===== config.mk =====
export PLATFORM = sky130hd
export DESIGN_NAME = weight_pair_streamer
export DESIGN_NICKNAME = d
export VERILOG_FILES = /design/src/rtl/weight_stream_pkg.sv /design/src/rtl/weight_addr_gen.sv /design/src/rtl/weight_pair_streamer.sv
export SDC_FILE = /design/constraint.sdc
export NUM_CORES = 1
export LEC_CHECK = 0
export ABC_AREA = 0
export BUFFER_PORTS_ARGS = -buffer_cell sky130_fd_sc_hd__buf_4
export CAP_MARGIN = 20
export CORE_MARGIN = 2
export CORE_UTILIZATION = 40
export CTS_CLUSTER_SIZE = 40
export DETAILED_ROUTE_END_ITERATION = 8
export SKIP_LAST_GASP = 1
export SLEW_MARGIN = 30
export SYNTH_ARGS = -nofsm -noshare
export SYNTH_HDL_FRONTEND = slang
export SYNTH_SLANG_ARGS = --single-unit

===== constraint.sdc =====
create_clock -name clk -period 3.4 [get_ports clk]
set_input_delay 0.17 -clock clk [delete_from_list [all_inputs] [get_ports clk]]
set_output_delay 0.17 -clock clk [all_outputs]
set_load 0.005 [all_outputs]

===== src/rtl/weight_stream_pkg.sv =====
// Shared types and constants for the weight pair streamer and the
// conv-layer weight register file it feeds.
package weight_stream_pkg;

   // Beat counter width, shared with the register file's own counter.
   localparam int BEAT_W = 4;

   // Default register-file depth and its beat count.
   localparam int N_REG_DEF = 31;

   // Pairs per load: (N_REG+1)/2, since index 0 rides alone with w_1=0.
   function automatic int n_beats(input int n_reg);
      return (n_reg + 1) / 2;
   endfunction

   localparam int N_BEATS = n_beats(N_REG_DEF);

   typedef logic [BEAT_W-1:0] beat_t;

   typedef enum logic [2:0] {
      S_IDLE     = 3'd0,
      S_CLEAR    = 3'd1,
      S_FETCH_HI = 3'd2,
      S_FETCH_LO = 3'd3,
      S_CAPTURE  = 3'd4,
      S_EMIT     = 3'd5,
      S_DONE     = 3'd6
   } state_e;

endpackage


===== src/rtl/weight_addr_gen.sv =====
// Weight-memory address generator: maps (base, beat c, hi/lo) to an address.
// Ports: base (AW), c (beat), hi (1 = index 2c, 0 = index 2c-1), addr (AW).
// Arithmetic is modulo 2^AW; wrap-around is intentional.
module weight_addr_gen
   import weight_stream_pkg::*;
#(
   parameter int AW = 16
) (
   input  logic [AW-1:0] base,
   input  beat_t         c,
   input  logic          hi,
   output logic [AW-1:0] addr
);

   logic [AW-1:0] off;

   always_comb begin
      off = {{(AW-BEAT_W-1){1'b0}}, c, 1'b0};
      if (!hi) begin
         off = off - {{(AW-1){1'b0}}, 1'b1};
      end
      addr = base + off;
   end

endmodule


===== src/rtl/weight_pair_streamer.sv =====
// Streams one weight set from a 1-cycle-latency memory into the register
// file's pair-write port as (w_2, w_1) pairs, highest register index first.
// Ports: clk, rst (sync, active-high), start, base_addr, stall, abort,
//   mem_re/mem_addr/mem_rdata (weight memory), rf_clr, en, w_1, w_2
//   (register file), busy, done. Optional checksum output when
//   STREAM_CHECKSUM_EN is defined (wrapping sum of all emitted pairs).
module weight_pair_streamer
   import weight_stream_pkg::*;
#(
   parameter int WIDTH = 32,
   parameter int N_REG = 31,
   parameter int AW    = 16
) (
   input  logic             clk,
   input  logic             rst,
   input  logic             start,
   input  logic [AW-1:0]    base_addr,
   input  logic             stall,
   input  logic             abort,
   output logic             mem_re,
   output logic [AW-1:0]    mem_addr,
   input  logic [WIDTH-1:0] mem_rdata,
   output logic             rf_clr,
   output logic             en,
   output logic [WIDTH-1:0] w_1,
   output logic [WIDTH-1:0] w_2,
   output logic             busy,
   output logic             done
`ifdef STREAM_CHECKSUM_EN
   ,
   output logic [WIDTH-1:0] checksum
`endif
);

   localparam int    NB     = n_beats(N_REG);
   localparam beat_t C_INIT = beat_t'(NB - 1);

   state_e           state_q, state_d;
   beat_t            c_q, c_d;
   logic [AW-1:0]    base_q, base_d;
   logic [WIDTH-1:0] hi_q, hi_d;
   logic [WIDTH-1:0] w_1_q, w_1_d;
   logic [WIDTH-1:0] w_2_q, w_2_d;
   logic             en_q, en_d;
   logic             rf_clr_q, rf_clr_d;
   logic             busy_q, busy_d;
   logic             done_q, done_d;

   logic             rd_hi;
   logic             rd_lo;
   logic             aborting;
   logic [AW-1:0]    gen_addr;

   assign aborting = abort && (state_q != S_IDLE);

   weight_addr_gen #(
      .AW (AW)
   ) u_addr_gen (
      .base (base_q),
      .c    (c_q),
      .hi   (state_q == S_FETCH_HI),
      .addr (gen_addr)
   );

   always_comb begin
      state_d = state_q;
      c_d     = c_q;
      base_d  = base_q;
      hi_d    = hi_q;
      w_1_d   = w_1_q;
      w_2_d   = w_2_q;
      rd_hi   = 1'b0;
      rd_lo   = 1'b0;

      unique case (state_q)
         S_IDLE: begin
            if (start) begin
               base_d  = base_addr;
               c_d     = C_INIT;
               state_d = S_CLEAR;
            end
         end
         S_CLEAR: begin
            state_d = S_FETCH_HI;
         end
         S_FETCH_HI: begin
            if (!stall) begin
               rd_hi   = 1'b1;
               state_d = S_FETCH_LO;
            end
         end
         S_FETCH_LO: begin
            // Stage w_2 so the visible pair only changes on entry to EMIT.
            hi_d    = mem_rdata;
            rd_lo   = (c_q != '0);
            state_d = S_CAPTURE;
         end
         S_CAPTURE: begin
            w_2_d   = hi_q;
            w_1_d   = (c_q != '0) ? mem_rdata : '0;
            state_d = S_EMIT;
         end
         S_EMIT: begin
            if (c_q == '0) begin
               state_d = S_DONE;
            end else begin
               c_d     = c_q - 1'b1;
               state_d = S_FETCH_HI;
            end
         end
         S_DONE: begin
            state_d = S_IDLE;
         end
         default: begin
            state_d = S_IDLE;
         end
      endcase

      // Abort beats every other transition, including a pending stall.
      if (aborting) begin
         state_d = S_IDLE;
         c_d     = c_q;
         hi_d    = hi_q;
         w_1_d   = w_1_q;
         w_2_d   = w_2_q;
         rd_hi   = 1'b0;
         rd_lo   = 1'b0;
      end

      en_d     = (state_d == S_EMIT);
      rf_clr_d = (state_d == S_CLEAR);
      busy_d   = (state_d != S_IDLE);
      done_d   = (state_d == S_DONE);
   end

   always_ff @(posedge clk) begin
      if (rst) begin
         state_q  <= S_IDLE;
         c_q      <= C_INIT;
         base_q   <= '0;
         hi_q     <= '0;
         w_1_q    <= '0;
         w_2_q    <= '0;
         en_q     <= 1'b0;
         rf_clr_q <= 1'b0;
         busy_q   <= 1'b0;
         done_q   <= 1'b0;
      end else begin
         state_q  <= state_d;
         c_q      <= c_d;
         base_q   <= base_d;
         hi_q     <= hi_d;
         w_1_q    <= w_1_d;
         w_2_q    <= w_2_d;
         en_q     <= en_d;
         rf_clr_q <= rf_clr_d;
         busy_q   <= busy_d;
         done_q   <= done_d;
      end
   end

   assign mem_re   = rd_hi | rd_lo;
   assign mem_addr = mem_re ? gen_addr : '0;
   assign rf_clr   = rf_clr_q;
   // A same-cycle abort suppresses a strobe already registered high.
   assign en       = en_q & ~aborting;
   assign done     = done_q & ~aborting;
   assign busy     = busy_q;
   assign w_1      = w_1_q;
   assign w_2      = w_2_q;

`ifdef STREAM_CHECKSUM_EN
   logic [WIDTH-1:0] sum_q, sum_d;

   always_comb begin
      sum_d = sum_q;
      if (state_q == S_CLEAR) begin
         sum_d = '0;
      end else if (state_q == S_EMIT && !aborting) begin
         sum_d = sum_q + w_1_q + w_2_q;
      end
   end

   always_ff @(posedge clk) begin
      if (rst) begin
         sum_q <= '0;
      end else begin
         sum_q <= sum_d;
      end
   end

   assign checksum = sum_q;
`endif

endmodule

* After elaboration in Yosys (flattened, before gate mapping)
Index checks and enable logic that the tools add are counted.
** Storage, ports and cells
- Bits in latches :: 0
- Word-level logic and storage cells :: 54
- Input bits :: 53
- Memories kept :: 0
- Memory bits (read-only) :: 0
- Register bits after elaboration :: 123
- Output and inout bits :: 85
- Bits in writable memories :: 0
** Operators by class
- Magnitude comparators :: 0
- Shift operators :: 0
- Multiply operators :: 0
- Reduce and logical (&&, ||, !) cells :: 11
- Multiplexer cells :: 16
- Add/subtract/negate cells :: 3
- Bitwise operators :: 4
- Div/mod/pow operators :: 0
- Equal/unequal tests :: 10
** Operators by type and width (count)
- two-way mux 16 bit :: 2
- two-way mux 32 bit :: 1
- case mux 3 bit (6 select lines) :: 1
- adder 16 bit :: 1
- == test 3 bit (second input constant) :: 4
- two-way mux 3 bit :: 4
- two-way mux 4 bit :: 2
- case mux 4 bit (2 select lines) :: 1
- == test 3 x 1 -> 1 bit (second input constant) :: 2
- == test 3 x 2 -> 1 bit (second input constant) :: 2
- AND reduction 2 bit :: 3
- nonzero test 3 bit :: 2
- subtractor 5 x 1 -> 6 bit (second input constant) :: 1
- two-way mux 1 bit :: 5
- logical NOT 4 bit :: 1
- != test 2 bit (second input constant) :: 2
- AND reduction 4 bit :: 1
- nonzero test 4 bit :: 1
- subtractor 4 x 1 -> 4 bit (second input constant) :: 1
- logical NOT 3 bit :: 1
- bitwise AND 1 bit :: 2
- nonzero test 2 bit :: 1
- logical AND 1 bit :: 1
- inverter 1 bit :: 1
- bitwise OR 1 bit :: 1

* Logic depth before layout (Yosys ltp)
- Word-level depth :: 5
- Depth in mapped cells :: 11
- Mapped depth without buffers :: 10

* Modules after synthesis
Synthesis repeated with hierarchy kept, for this count alone.
** Unflattened totals
- Cells, all modules :: 693
- Area, all modules :: 5570.3 µm²
** Modules (own cells, without submodules)
- weight_pair_streamer :: seq. area each 2462.4 µm², times used 1, area an instance 4713.3 µm², cells each 585
- weight_addr_gen :: seq. area each 0.0 µm², times used 1, area an instance 857.1 µm², cells each 108

* Least setup slack after synthesis
No wires, ideal clock.
- Path kind :: flip-flop to output port
- Start :: register c_q[0]
- End :: output mem_addr[14]
- Data arrival time :: 2523 ps
- Stages on the path, launching flop included :: 12
- Slack :: 707 ps
- Data required time :: 3230 ps
- Path buffers :: 1
- Cell sequence :: dfxtp_1 -> inv_1 -> ha_1 -> or3b_4 -> nor2_2 -> ha_1 -> buf_6 -> a21oi_1 -> o21ai_0 -> a221oi_1 -> o21ai_0 -> mux2i_1
** Between the ends
- Longest elaborated chain between the ends :: 5
- Elaborated cells on any way between the ends :: 8
- Classes of those cells :: 2 x add/sub; 4 x mux; 1 x bitwise; 1 x reduce/logical
** Ends and longest elaborated chain
- start: declaration :: RTL line weight_pair_streamer.sv:39 : beat_t c_q, c_d;
- start signal: assignment :: RTL line weight_pair_streamer.sv:139 : c_q <= C_INIT;
- start signal: assignment :: RTL line weight_pair_streamer.sv:150 : c_q <= c_d;
- branches (longest 4 deep; another with adder 16 bit)
- two-way mux 16 bit * :: RTL line weight_pair_streamer.sv:163 : assign mem_addr = mem_re ? gen_addr : '0;
- end: declaration :: RTL line weight_pair_streamer.sv:21 : output logic [AW-1:0] mem_addr,
Mark *: on every way between the ends.

* Final worst setup path
- Start :: register c_q[0]
- End :: output mem_addr[15]
The elaborated chain is that of the path after synthesis.

==> flow_metrics.py <==
metrics = {
    "cells_and_area": {
        "final_util_pct": 54.87,
        "nets": 898,
        "finalNonFillerCells": 1016,
        "register_area_um2": 2465,
        "final_common_cell": "nand2_1",
        "drive_above_1_share_pct": 24.17,
        "syn2layout_area_growth_pct": 33.84,
        "post-route-cell-area_um2": 7295,
        "multi_input_area_um2": 2753,
        "fillers": 1243,
        "num_antenna_cells": 0,
        "layout_common_cells": "211 x nand2_1, 144 x buf_4, 130 x a21oi_1, 121 x dfxtp_1, 37 x nand3_1",
    },
    "cts": {
        "cts_root_buffer": "clkbuf_16",
        "clock_latency_ns": 0.41,
        "cts-htree-levels": 4,
        "cts_max_path_buffers": 2,
        "cts_made_buffers": 17,
        "cts_sinks": 123,
        "clk_pin_slew_worst_paths_ns": 0.06,
        "cts_tree": "done",
    },
    "critical_path": {
        "worstPathRequired_ns": 3.23,
        "crit_fanout": 7,
        "slowest_delay_ns": 0.41,
        "path_class": "flip-flop to output pin",
        "cp_slowest_cell": "or3b_4",
        "cp_cell_sequence": "inv_1 > ha_1 > or3b_4 > nor2_4 > buf_4 > ha_1 > nand2_1 > a211o_1 > a211oi_2 > nor4_2 > nand2b_1 > buf_4",
        "startpoint_type": "flip-flop",
        "endpoint_kind": "output pin",
        "crit_arrival_ns": 3.07,
    },
    "run": {
        "maxCapViolCount": 0,
    },
    "synthesis": {
        "ys.flop_type": "dfxtp_1",
        "yosys_register_bits": 123,
        "syn_area_per_cell_um2": 7.775,
        "ys_types": 57,
        "ys_seq_area_share_pct": 45.18,
        "syn_nets": 771,
        "synthesis.area_um2": 5450,
        "syn_inst": 701,
        "synth_edf_count": 0,
        "yosys_warnings": 0,
        "async_flop_share_pct": 0,
    },
    "floorplanning": {
        "start_util_pct": 40.99,
        "die-area_um2": 14580,
        "dieWidth_um": 120.7,
        "row_count": 42,
        "core_um2": 13300,
        "io_pins": 138,
        "die_h_um": 120.7,
    },
    "sta": {
        "setup_viol_count_final": 0,
        "tns_ns": 0,
        "rsz0062_at_grt": "yes",
        "finalHoldViolCount": 0,
        "hold_ws_ns": 0.01577,
        "period_minus_slack_ns": 3.239,
        "tightestPinTransition_ns": 0.8670,
        "relSlewSlack_pct": 42.14,
        "fmax_mhz": 308.7,
        "finalClockSkew_ns": 0.01019,
        "finalCritPeriodShare_pct": 95.28,
        "drv_slew": 0,
    },
    "global_routing": {
        "track_usage_pct": 20.05,
        "overflow": 0,
        "grt_antenna_before_repair": 0,
        "grt_pass1_vias": 4866,
        "grt_pass1_wl_um": 23180,
        "grt_max_degree": 100,
    },
    "status": {
        "status": "completed",
    },
    "power": {
        "p_leak_nw": 2.875,
        "ir_worst_vdd_mv": 0.3118,
        "power_density_nw_per_um2": 498.9,
    },
    "routing": {
        "drtIter0Drc": 310,
        "drt_pass1_iterations": 4,
        "vias": 5180,
        "avgRoutedWirePerCell_um": 14.52,
        "routed_wl_um": 14750,
        "drc": 0,
        "viasPerCell": 5.098,
        "drt.antenna.violating_nets": 0,
    },
    "placed_design": {
        "dp.cells": 976,
        "dp_hpwl_um": 10010,
        "gp_congestion": 0.8608,
        "io_buffers": 137,
        "dpl_cell_area_um2": 6510,
    },
    "worst_hold_path": {
        "hold_path.class": "input port to flip-flop",
    },
}
-- per-layer routing --
| layer | global-route usage, % | vias to the layer above | part of all wire, % |
|---|---|---|---|
| met5 | 0 | - | 0 |
| met2 | 31.78 | 118 | 47 |
| li1 | - | 2630 | - |
| met1 | 26.03 | 2428 | 46 |
| met4 | 6.468 | 0 | 0.51 |
| met3 | 6.226 | 4 | 6.5 |
-- critical path, delay by kind of cell, from the launching register on --
family / cells / cell delay [ns]
adders and majority gates: 2 / 0.37
DFF: 1 / 0.35
and+or+nand+nor: 5 / 0.94
AOI/OAI and AO/OA: 2 / 0.62
buffers and inverters: 3 / 0.35
-- cells by family (layout without fill, tap and decap cells) --
group / after synthesis / after routing / synth area share, %
AO/OA/AOI/OAI: 178 / 178 / 18.27
multiplexers: 1 / 1 / 0.1837
buffers and inverters: 56 / 195 / 5.234
XOR/XNOR: 8 / 8 / 1.286
AND/OR/NAND/NOR: 318 / 318 / 25.80
flip-flops: 123 / 123 / 45.18
adder cells (fa/ha/maj): 17 / 17 / 4.040
-- Yosys cell counts (all sizes together) (2+ instances only) --
master	n	share of area, %
nand3b	2	0.28
o211ai	4	0.55
nand2	213	15
a21o	4	0.57
and2	4	0.46
nor2	20	1.7
nand4	2	0.23
a211oi	3	0.41
clkbuf	17	1.2
nor4	2	0.23
dfxtp	123	45
a21boi	5	0.69
nand3	39	3.9
nor2b	3	0.48
ha	16	3.7
nor3b	6	0.83
buf	28	3.3
o21a	5	0.69
nor3	12	1.1
inv	11	0.76
and3	3	0.37
a21oi	132	12
or2	5	0.62
o21bai	3	0.41
xnor2	8	1.3
o21ai	9	0.83
nand2b	5	0.57
-- timing repair --
item,in CTS,in global routing
endpoints found under the hold margin,8,0
pin swaps,0,2
resized for setup,4,11
buffers inserted,0,1
hold buffers,8,0
setup endpoints to repair,7,7
-- registers in the layout, summed over array words and instances, names as in the netlist, 3 cells and up --
register / cells
w_1: 32
c_q: 4
base_q: 16
w_2: 32
state_q: 3
hi_q: 32
-- layout make-up --
| cell class | count | area share [%] |
|---|---|---|
| Multi-Input combinational cell | 522 | 37.74 |
| Sequential cell | 123 | 33.79 |
| Timing Repair Buffer | 153 | 16.07 |
| Clock buffer | 21 | 6.587 |
| Tap cell | 176 | 3.019 |
| Clock inverter | 10 | 2.230 |
| Inverter | 11 | 0.5660 |
-- stage by stage --
step                      total power [W]  worst slack (ns)
after detailed placement         0.001719            0.2643
after global placement           0.001714            0.3121
after floorplan                  0.001626            0.7070
after global routing             0.003771          -0.03328
after CTS                        0.003674           0.01519
final                            0.003639            0.1605
-- worst paths after layout --
| path | to | slack (ns) | startpoint | depth (start not counted) |
|---|---|---|---|---|
| worst max register to register | w_2[27]$_SDFFE_PP0P_ | 1.25 | state_q[1]$_SDFF_PP0_ | 6 |
| worst min-delay path | base_q[0]$_SDFFE_PP0P_ | 0.02 | base_addr[0] | 3 |
| worst min register to register | w_2[3]$_SDFFE_PP0P_ | 0.45 | hi_q[3]$_SDFFE_PP0P_ | 2 |
| worst max-delay path | mem_addr[15] | 0.16 | c_q[0]$_SDFFE_PP1P_ | 12 |
-- power breakdown --
part | switching, W | leakage [nW] | internal [W]
Sequential | 0.0000142 | 0.995 | 0.00146
Clock | 0.000640 | 0.312 | 0.00130
Combinational | 0.000125 | 1.57 | 0.0000989
(Power assumes the default switching activity.)
